`src/rtl/bus_mem_responder_if.sv`:
```
// Bus bundle between the 8088 datapath (master) and the memory responder (slave).
// Signals:
//   req        request strobe (master -> slave)
//   RD_WR      0 = read, 1 = write (master -> slave)
//   Direction  byte address of the low byte of the word (master -> slave)
//   Data_wr    16-bit write data (master -> slave)
//   Data_rd    16-bit read data, valid while ready = 1 (slave -> master)
//   ready      one-cycle completion pulse (slave -> master)
//   busy       transaction in progress (slave -> master)
//   err        out-of-range flag, valid while ready = 1 (slave -> master)
interface bus_mem_responder_if #(
    parameter int ADDR_W = 20
);
    logic              req;
    logic              RD_WR;
    logic [ADDR_W-1:0] Direction;
    logic [15:0]       Data_wr;
    logic [15:0]       Data_rd;
    logic              ready;
    logic              busy;
    logic              err;

    modport master (
        output req, RD_WR, Direction, Data_wr,
        input  Data_rd, ready, busy, err
    );

    modport slave (
        input  req, RD_WR, Direction, Data_wr,
        output Data_rd, ready, busy, err
    );
endinterface

```
`src/rtl/bus_mem_responder.sv`:
```
// Memory-side responder for the 8088 bus. Serves word reads/writes from a
// byte-addressed local array, low byte then high byte, after WAIT_STATES
// wait cycles. Addresses with any bit set above the array range complete
// normally but flag err, suppress writes and read back 16'hFFFF.
// Ports:
//   clk    system clock, rising edge
//   reset  asynchronous active-low reset
//   bus    slave side of bus_mem_responder_if (req/RD_WR/Direction/Data_wr in,
//          Data_rd/ready/busy/err out)
module bus_mem_responder #(
    parameter int ADDR_W      = 20,
    parameter int DEPTH_LOG2  = 8,
    parameter int WAIT_STATES = 2
) (
    input  logic                clk,
    input  logic                reset,
    bus_mem_responder_if.slave  bus
);

    typedef enum logic [2:0] {
        S_IDLE,
        S_WAIT,
        S_LO,
        S_HI,
        S_DONE
    } state_t;

    localparam logic [3:0] WAIT_LAST = 4'(WAIT_STATES - 1);

    state_t                  state_q, state_d;
    logic [3:0]              cnt_q, cnt_d;
    logic                    wr_q, wr_d;
    logic                    oor_q, oor_d;
    logic [DEPTH_LOG2-1:0]   addr_q, addr_d;
    logic [15:0]             wdata_q, wdata_d;
    logic [15:0]             rdata_q, rdata_d;

    logic [7:0]              mem [0:(2**DEPTH_LOG2)-1];
    logic                    mem_we;
    logic [DEPTH_LOG2-1:0]   mem_waddr;
    logic [7:0]              mem_wdata;
    logic [DEPTH_LOG2-1:0]   addr_hi;

    // High byte address wraps naturally within the array width.
    assign addr_hi = addr_q + DEPTH_LOG2'(1);

    always_comb begin
        state_d   = state_q;
        cnt_d     = cnt_q;
        wr_d      = wr_q;
        oor_d     = oor_q;
        addr_d    = addr_q;
        wdata_d   = wdata_q;
        rdata_d   = rdata_q;
        mem_we    = 1'b0;
        mem_waddr = addr_q;
        mem_wdata = wdata_q[7:0];
        case (state_q)
            S_IDLE: begin
                if (bus.req) begin
                    wr_d    = bus.RD_WR;
                    addr_d  = bus.Direction[DEPTH_LOG2-1:0];
                    oor_d   = |bus.Direction[ADDR_W-1:DEPTH_LOG2];
                    wdata_d = bus.Data_wr;
                    cnt_d   = '0;
                    state_d = (WAIT_STATES > 0) ? S_WAIT : S_LO;
                end
            end
            S_WAIT: begin
                if (cnt_q == WAIT_LAST) begin
                    state_d = S_LO;
                end else begin
                    cnt_d = cnt_q + 4'd1;
                end
            end
            S_LO: begin
                if (wr_q) begin
                    mem_we    = !oor_q;
                    mem_waddr = addr_q;
                    mem_wdata = wdata_q[7:0];
                end else begin
                    rdata_d[7:0] = oor_q ? 8'hFF : mem[addr_q];
                end
                state_d = S_HI;
            end
            S_HI: begin
                if (wr_q) begin
                    mem_we    = !oor_q;
                    mem_waddr = addr_hi;
                    mem_wdata = wdata_q[15:8];
                end else begin
                    rdata_d[15:8] = oor_q ? 8'hFF : mem[addr_hi];
                end
                state_d = S_DONE;
            end
            S_DONE: begin
                state_d = S_IDLE;
            end
            default: begin
                state_d = S_IDLE;
            end
        endcase
    end

    always_ff @(posedge clk or negedge reset) begin
        if (!reset) begin
            state_q <= S_IDLE;
            cnt_q   <= '0;
            wr_q    <= 1'b0;
            oor_q   <= 1'b0;
            addr_q  <= '0;
            wdata_q <= '0;
            rdata_q <= '0;
        end else begin
            state_q <= state_d;
            cnt_q   <= cnt_d;
            wr_q    <= wr_d;
            oor_q   <= oor_d;
            addr_q  <= addr_d;
            wdata_q <= wdata_d;
            rdata_q <= rdata_d;
        end
    end

    // Array is not reset; mem_we is low whenever reset holds the FSM in IDLE.
    always_ff @(posedge clk) begin
        if (mem_we) begin
            mem[mem_waddr] <= mem_wdata;
        end
    end

    assign bus.Data_rd = rdata_q;
    assign bus.ready   = (state_q == S_DONE);
    assign bus.busy    = (state_q != S_IDLE);
    assign bus.err     = (state_q == S_DONE) && oor_q;

endmodule

```
`src/flat_wrapper.sv`:
```
// flat-port wrapper written by rule: the top's interface ports become plain ports
module bus_mem_responder_flat 
#(
    parameter int ADDR_W      = 20,
    parameter int DEPTH_LOG2  = 8,
    parameter int WAIT_STATES = 2
)
  (clk, reset, bus_req, bus_RD_WR, bus_Direction, bus_Data_wr, bus_Data_rd, bus_ready, bus_busy, bus_err);
  bus_mem_responder_if #(.ADDR_W(ADDR_W)) bus_i ();
  input  logic clk;
  input  logic reset;
  input wire logic [$bits(bus_i.req)-1:0] bus_req;
  input wire logic [$bits(bus_i.RD_WR)-1:0] bus_RD_WR;
  input wire logic [$bits(bus_i.Direction)-1:0] bus_Direction;
  input wire logic [$bits(bus_i.Data_wr)-1:0] bus_Data_wr;
  output wire logic [$bits(bus_i.Data_rd)-1:0] bus_Data_rd;
  output wire logic [$bits(bus_i.ready)-1:0] bus_ready;
  output wire logic [$bits(bus_i.busy)-1:0] bus_busy;
  output wire logic [$bits(bus_i.err)-1:0] bus_err;
  assign bus_i.req = bus_req;
  assign bus_i.RD_WR = bus_RD_WR;
  assign bus_i.Direction = bus_Direction;
  assign bus_i.Data_wr = bus_Data_wr;
  assign bus_Data_rd = bus_i.Data_rd;
  assign bus_ready = bus_i.ready;
  assign bus_busy = bus_i.busy;
  assign bus_err = bus_i.err;
  bus_mem_responder #(.ADDR_W(ADDR_W), .DEPTH_LOG2(DEPTH_LOG2), .WAIT_STATES(WAIT_STATES)) u_core (.clk(clk), .reset(reset), .bus(bus_i));
endmodule
```
`config.mk`:
```
export PLATFORM = sky130hd
export DESIGN_NAME = bus_mem_responder_flat
export DESIGN_NICKNAME = d
export VERILOG_FILES = /design/src/rtl/bus_mem_responder_if.sv /design/src/rtl/bus_mem_responder.sv /design/src/flat_wrapper.sv
export SDC_FILE = /design/constraint.sdc
export NUM_CORES = 2
export LEC_CHECK = 0
export CAP_MARGIN = 10
export CELL_PAD_IN_SITES_DETAIL_PLACEMENT = 1
export CELL_PAD_IN_SITES_GLOBAL_PLACEMENT = 2
export CORE_ASPECT_RATIO = 2
export CORE_MARGIN = 2
export CORE_UTILIZATION = 50
export CTS_CLUSTER_DIAMETER = 200
export DETAILED_ROUTE_END_ITERATION = 8
export PLACE_DENSITY = 0.8
export SKIP_CTS_REPAIR_TIMING = 1
export SLEW_MARGIN = 20
export SYNTH_ARGS = -nofsm -noshare
export SYNTH_HDL_FRONTEND = slang
export SYNTH_SLANG_ARGS = --single-unit
export TNS_END_PERCENT = 30
```
`constraint.sdc`:
```
create_clock -name clk -period 15.3 [get_ports clk]
set_input_delay 1.53 -clock clk [delete_from_list [all_inputs] [get_ports clk]]
set_output_delay 1.53 -clock clk [all_outputs]
set_load 0.05 [all_outputs]
```
* After elaboration in Yosys (flattened, before gate mapping)
Memory sizes are Yosys's and may differ from the RTL's.
Cells that the tools add are included.
** Storage, ports and cells
- Register bits :: 49
- RAM bits :: 2048
- Input port bits :: 40
- Output and inout port bits :: 19
- Logic and storage cells :: 48
- Memories :: 1
** Operators by class
- Add/sub/neg operators :: 2
- Equality and inequality tests :: 8
- Multiplexer cells :: 16
- Bitwise gates (word level) :: 1
- Reductions and logical operators :: 12
** Memories
- u_core.mem :: depth 256, bits a word 8, rd ports 2, clocked after Yosys merged registers in 0, write ports 1, line bus_mem_responder.sv:38 : logic [7:0] mem [0:(2**DEPTH_LOG2)-1];
** Operators by type and width (number)
- 8-bit 2-to-1 mux :: 6
- 3-bit case mux with 4 select lines :: 1
- 12-bit OR reduction :: 1
- 8-bit by 1-bit adder with 8-bit output, second input constant :: 1
- 4-bit 2-to-1 mux :: 2
- 4-bit case mux with 2 select lines :: 1
- 2-bit AND reduction :: 4
- 3-bit by 2-bit == test with 1-bit output, second input constant :: 2
- 3-bit 2-to-1 mux :: 2
- 4-bit by 1-bit adder with 4-bit output, second input constant :: 1
- 4-bit by 1-bit == test with 1-bit output, second input constant :: 1
- 1-bit 2-to-1 mux :: 4
- 2-bit inequality test, second input constant :: 2
- 3-bit by 1-bit == test with 1-bit output, second input constant :: 1
- 3-bit == test, second input constant :: 1
- 3-bit logical NOT :: 1
- 3-bit AND reduction :: 1
- 3-bit nonzero test :: 1
- 2-bit by 1-bit inequality test with 1-bit output, second input constant :: 1
- 2-bit nonzero test :: 1
- 2-bit OR reduction :: 1
- 1-bit logical AND :: 1
- 1-bit logical NOT :: 1
- 1-bit NOT :: 1

* Depth between registers and ports, before layout
- Depth after elaboration :: 5
- Depth in mapped cells :: 14
- Depth with buffers taken out :: 8

* Worst setup path after synthesis
No wires, ideal clock.
- Path kind :: register -> register
- Start point :: reg u_core.state_q[0]
- End point :: mem u_core.mem[0][0] (data pin)
- Setup time :: 0.823 ns
- Arrival time :: 4.458 ns
- Setup slack :: 10.020 ns
- Cell stages (with the launch flop) :: 7
- Buffers on the path :: 3
- Period minus slack after synthesis :: 5.280 ns
- Path through :: dfrtp_1 clkbuf_1 and4b_1 clkbuf_1 clkbuf_1 nand2_1 nand2_1
** On the way
- Longest elaborated chain between the ends :: 2
** RTL lines
- start: declaration :: line bus_mem_responder.sv:30 : state_t state_q, state_d;
- start signal: assignment :: line bus_mem_responder.sv:115 : state_q <= state_d;
- 3-bit by 2-bit == test with 1-bit output :: line bus_mem_responder.sv:58 : case (state_q)
- 8-bit 2-to-1 mux
- via u_core.mem_wdata[0] :: line bus_mem_responder.sv:41 : logic [7:0] mem_wdata;
- end: declaration :: line bus_mem_responder.sv:38
The timed path passes the listed nets, and every way through them passes these cells.

* Worst setup path in the final report
- Start point :: reg u_core.addr_q[0]
- End point :: reg u_core.rdata_q[4] (netlist: u_core.bus.Data_rd[4])
** On the way
- Longest elaborated chain between the ends :: 2
** RTL lines
- start: declaration :: line bus_mem_responder.sv:34 : logic [DEPTH_LOG2-1:0] addr_q, addr_d;
- start signal: assignment :: line bus_mem_responder.sv:119 : addr_q <= addr_d;
- memory 256 x 8 bit
- 8-bit 2-to-1 mux :: line bus_mem_responder.sv:82 : rdata_d[7:0] = oor_q ? 8'hFF : mem[addr_q];
- end signal: assignment :: line bus_mem_responder.sv:121 : rdata_q <= rdata_d;
- end: declaration :: line bus_mem_responder.sv:36 : logic [15:0] rdata_q, rdata_d;
Every way passes these cells.
A chain may end at the register's enable or synchronous reset.

==> impl_metrics.csv <==
group,metric,value,unit
layout,final_util,0.550,
floorplanning,dieWidth,318,um
synthesis,yosysSeqAreaShare,0.635,
setup_path,slowest_stage,"dfrtp_4",
outcome,outcome,"completed",
floorplanning,rows,230,
synthesis,synth_top_cell_by_area,"edfxtp_1",
routing,ant_nets,0,
layout,fillers,17500,
timing,setup_viol,0,
floorplanning,die_y,633,um
place,place_hpwl,229,mm
setup_path,critPathTopFamily,"buffers and inverters",
synthesis,synthCells,5581,
synthesis,synth_area_leaders,"edfxtp_1, mux4_2, mux2i_1, nand2_1, dfrtp_1",
timing,finalHoldViolCount,0,
pwr,power.switching,10600,uW
clock_tree,h-tree-depth,4,
setup_path,cp-start-kind,"flop",
global_routing,grt_pass1_wl,486,mm
synthesis,syn_avg_cell_area,17.7,sq um
synthesis,synth_flop_cell,"edfxtp_1",
setup_path,crit_buf_inv,4,
pwr,seqPwrFrac,0.305,
place,gp_congestion,0.948,
clock_tree,clock_latency,0.88,ns
synthesis,synth_area,98800,sq um
hold_path,hp-class,"flop to flop",
setup_path,criticalPathCategory,"flop to flop",
clock_tree,cts_tree,"done",
floorplanning,io-pin-count,59,
setup_path,cpPeakStageDelay,0.94,ns
setup_path,worstPathMaxFanout,122,
setup_path,cp_data_arrival_time,7.40,ns
setup_path,critPathRequiredTime,16.07,ns
clock_tree,clockBufferDepth,4,
timing,skew,0.0579,ns
synthesis,synth-async-reset-ratio,0.0234,
synthesis,yosys-top-cells-count,"edfxtp_1, mux4_2, nand2_1, mux2i_1, nor2_1",
layout,area_delta_synth_final,9.20,%
flow_run,maxCapViolations,0,
clock_tree,cts.sinks,2097,
synthesis,yosysMostFrequentCell,"edfxtp_1",
layout,drive_above_1_share,0.255,
timing,fin_crit,6.63,ns
routing,totalWireLength,349,mm
synthesis,synth-edff-count,2048,
timing,maxSlewViolCount,0,
timing,fmax,151,MHz
floorplanning,core_region_area,196000,sq um
timing,post-route-period-util,0.433,
clock_tree,cts_buffers,190,
timing,relSlewSlack,0.113,
timing,fin_setup_tns,0,ns
synthesis,ys_types,68,
routing,avgViaCountPerCell,7.28,
pwr,clkPwrFrac,0.194,
pwr,p_per_area,234,nW/um^2
pwr,leakagePower,0.0338,uW
layout,final_nets,5562,
routing,vias,59900,
floorplanning,dieArea,201000,sq um
global_routing,grt_pass1_vias,62000,
timing,worstMarginPinSlew,1.32,ns
timing,rsz0062_at_grt,"no",
floorplanning,initial_core_util,0.503,
global_routing,grt_max_degree,216,
synthesis,syn-num-nets,5624,
setup_path,path_cells,"buf_4 > buf_12 > buf_12 > buf_4 > mux4_2 > mux4_2 > a31oi_1 > nand4_1 > o22a_1",
routing,drc,0,
routing,wl_per_cell,42.4,um
synthesis,synth-seq-cells,2097,
clock_tree,clk_pin_slew_worst_paths,0.07,ns
pwr,p_int,14600,uW
routing,first_pass_iters,6,
place,io_buffers,58,
global_routing,grt_usage,0.347,
pwr,switching_share,0.421,
global_routing,antenna_found_initial,16,
synthesis,synth_warnings,0,
clock_tree,root_buffer,"clkbuf_16",
global_routing,gr-total-overflow,0,
synthesis,synth_top_area_frac,0.623,
pwr,pwr-share-comb,0.501,
pwr,vdd_drop_max,0.240,mV
setup_path,cp-end-kind,"flop",
routing,drt_iter0_drc,7859,
-- cell families after synthesis --
logic type	after synthesis	synth area share
flops	2097	0.635
mux	1314	0.250
compound gates	501	0.0354
buf+inv	451	0.0252
fa+ha+maj	3	0.000380
simple gates	1203	0.0526
xor+xnor	12	0.00129
-- through the flow --
step	total power (uW)	std cells	setup slack [ns]	area, sq um	hold slack, ns
5_1_grt	25800	8219	8.48	108000	0.534
3_5_place_dp	20300	7877	8.91	102000	0.498
4_1_cts	25100	8216	8.91	108000	0.516
6_report	25300	8231	8.67	108000	0.513
2_1_floorplan	16000	5581	10.02	98800	0.481
3_3_place_gp	20100	7876	8.57	102000	0.493
-- cell usage in the layout, fill, tap and decap left out, types with 31 or more instances in the layout --
cell	netlist	final
o21ai_0	44	43
clkinv_1	0	43
nor2_1	300	272
clkdlybuf4s50_1	0	57
a32oi_1	31	31
nand2_1	542	518
clkbuf_16	0	193
dfrtp_1	49	44
clkinv_2	0	34
mux2_2	31	31
mux4_2	920	920
nand3_1	194	194
buf_4	109	116
edfxtp_1	2048	2048
a21oi_1	101	101
and3_1	31	31
mux2i_1	363	363
a22oi_1	156	156
nand4_1	44	44
-- flip-flops by register name (all words and copies together) (netlist names) --
register	cells
u_core.mem	2048
u_core.bus.Data_rd	16
u_core.wdata_q	16
u_core.addr_q	8
u_core.cnt_q	4
u_core.state_q	3
u_core.oor_q	1
u_core.wr_q	1
-- worst register-to-register path: cells and delay by family, from the launching register on --
kind,cells,cell delay [ns]
mux,2,1.24
simple gates,1,0.25
buf+inv,4,2.98
flops,1,0.94
compound gates,2,1.12
-- power groups by stage --
stage	Sequential (uW)	Combinational [uW]	Clock [uW]
4_1_cts	7700	12500	4920
5_1_grt	7710	13000	5100
2_1_floorplan	8070	7940	0
6_report	7710	12700	4890
3_5_place_dp	7830	12500	0
3_3_place_gp	7820	12300	0
-- layer usage --
metal  global-route usage  wire [um]  share of wire  up-vias
met2                0.579     174000           0.50     3699
met4                0.299      36000           0.10        8
li1                     -          -              -    23000
met5                    0         57        0.00016        -
met3               0.0621      28300          0.081     1111
met1                0.385     111000           0.32    32100
-- area by class of cell --
type | count | area, sq um | share of cell area
inverter | 5 | 18.8 | 0.000174
multi-input combinational | 3033 | 34000 | 0.315
antenna | 13 | 32.5 | 0.000302
clock inverter | 120 | 1210 | 0.0112
clock buffer | 219 | 4940 | 0.0458
timing repair buffer | 192 | 1790 | 0.0166
sequential | 2097 | 62700 | 0.582
tap | 2552 | 3190 | 0.0296
-- path summary, 6_finish.rpt --
path / from / to / slack, ns / depth (start not counted)
max: u_core.addr_q[0] / u_core.bus.Data_rd[4] / 8.67 / 9
min: u_core.wdata_q[10] / u_core.wdata_q[10] / 0.51 / 1
max reg2reg: u_core.addr_q[0] / u_core.bus.Data_rd[4] / 8.67 / 9
min reg2reg: u_core.wdata_q[10] / u_core.wdata_q[10] / 0.51 / 1
max in group asynchronous: reset / u_core.addr_q[2] / 13.71 / 2
min in group asynchronous: reset / u_core.wr_q / 0.87 / 2
No activity file was read; power rests on OpenSTA's default activity.
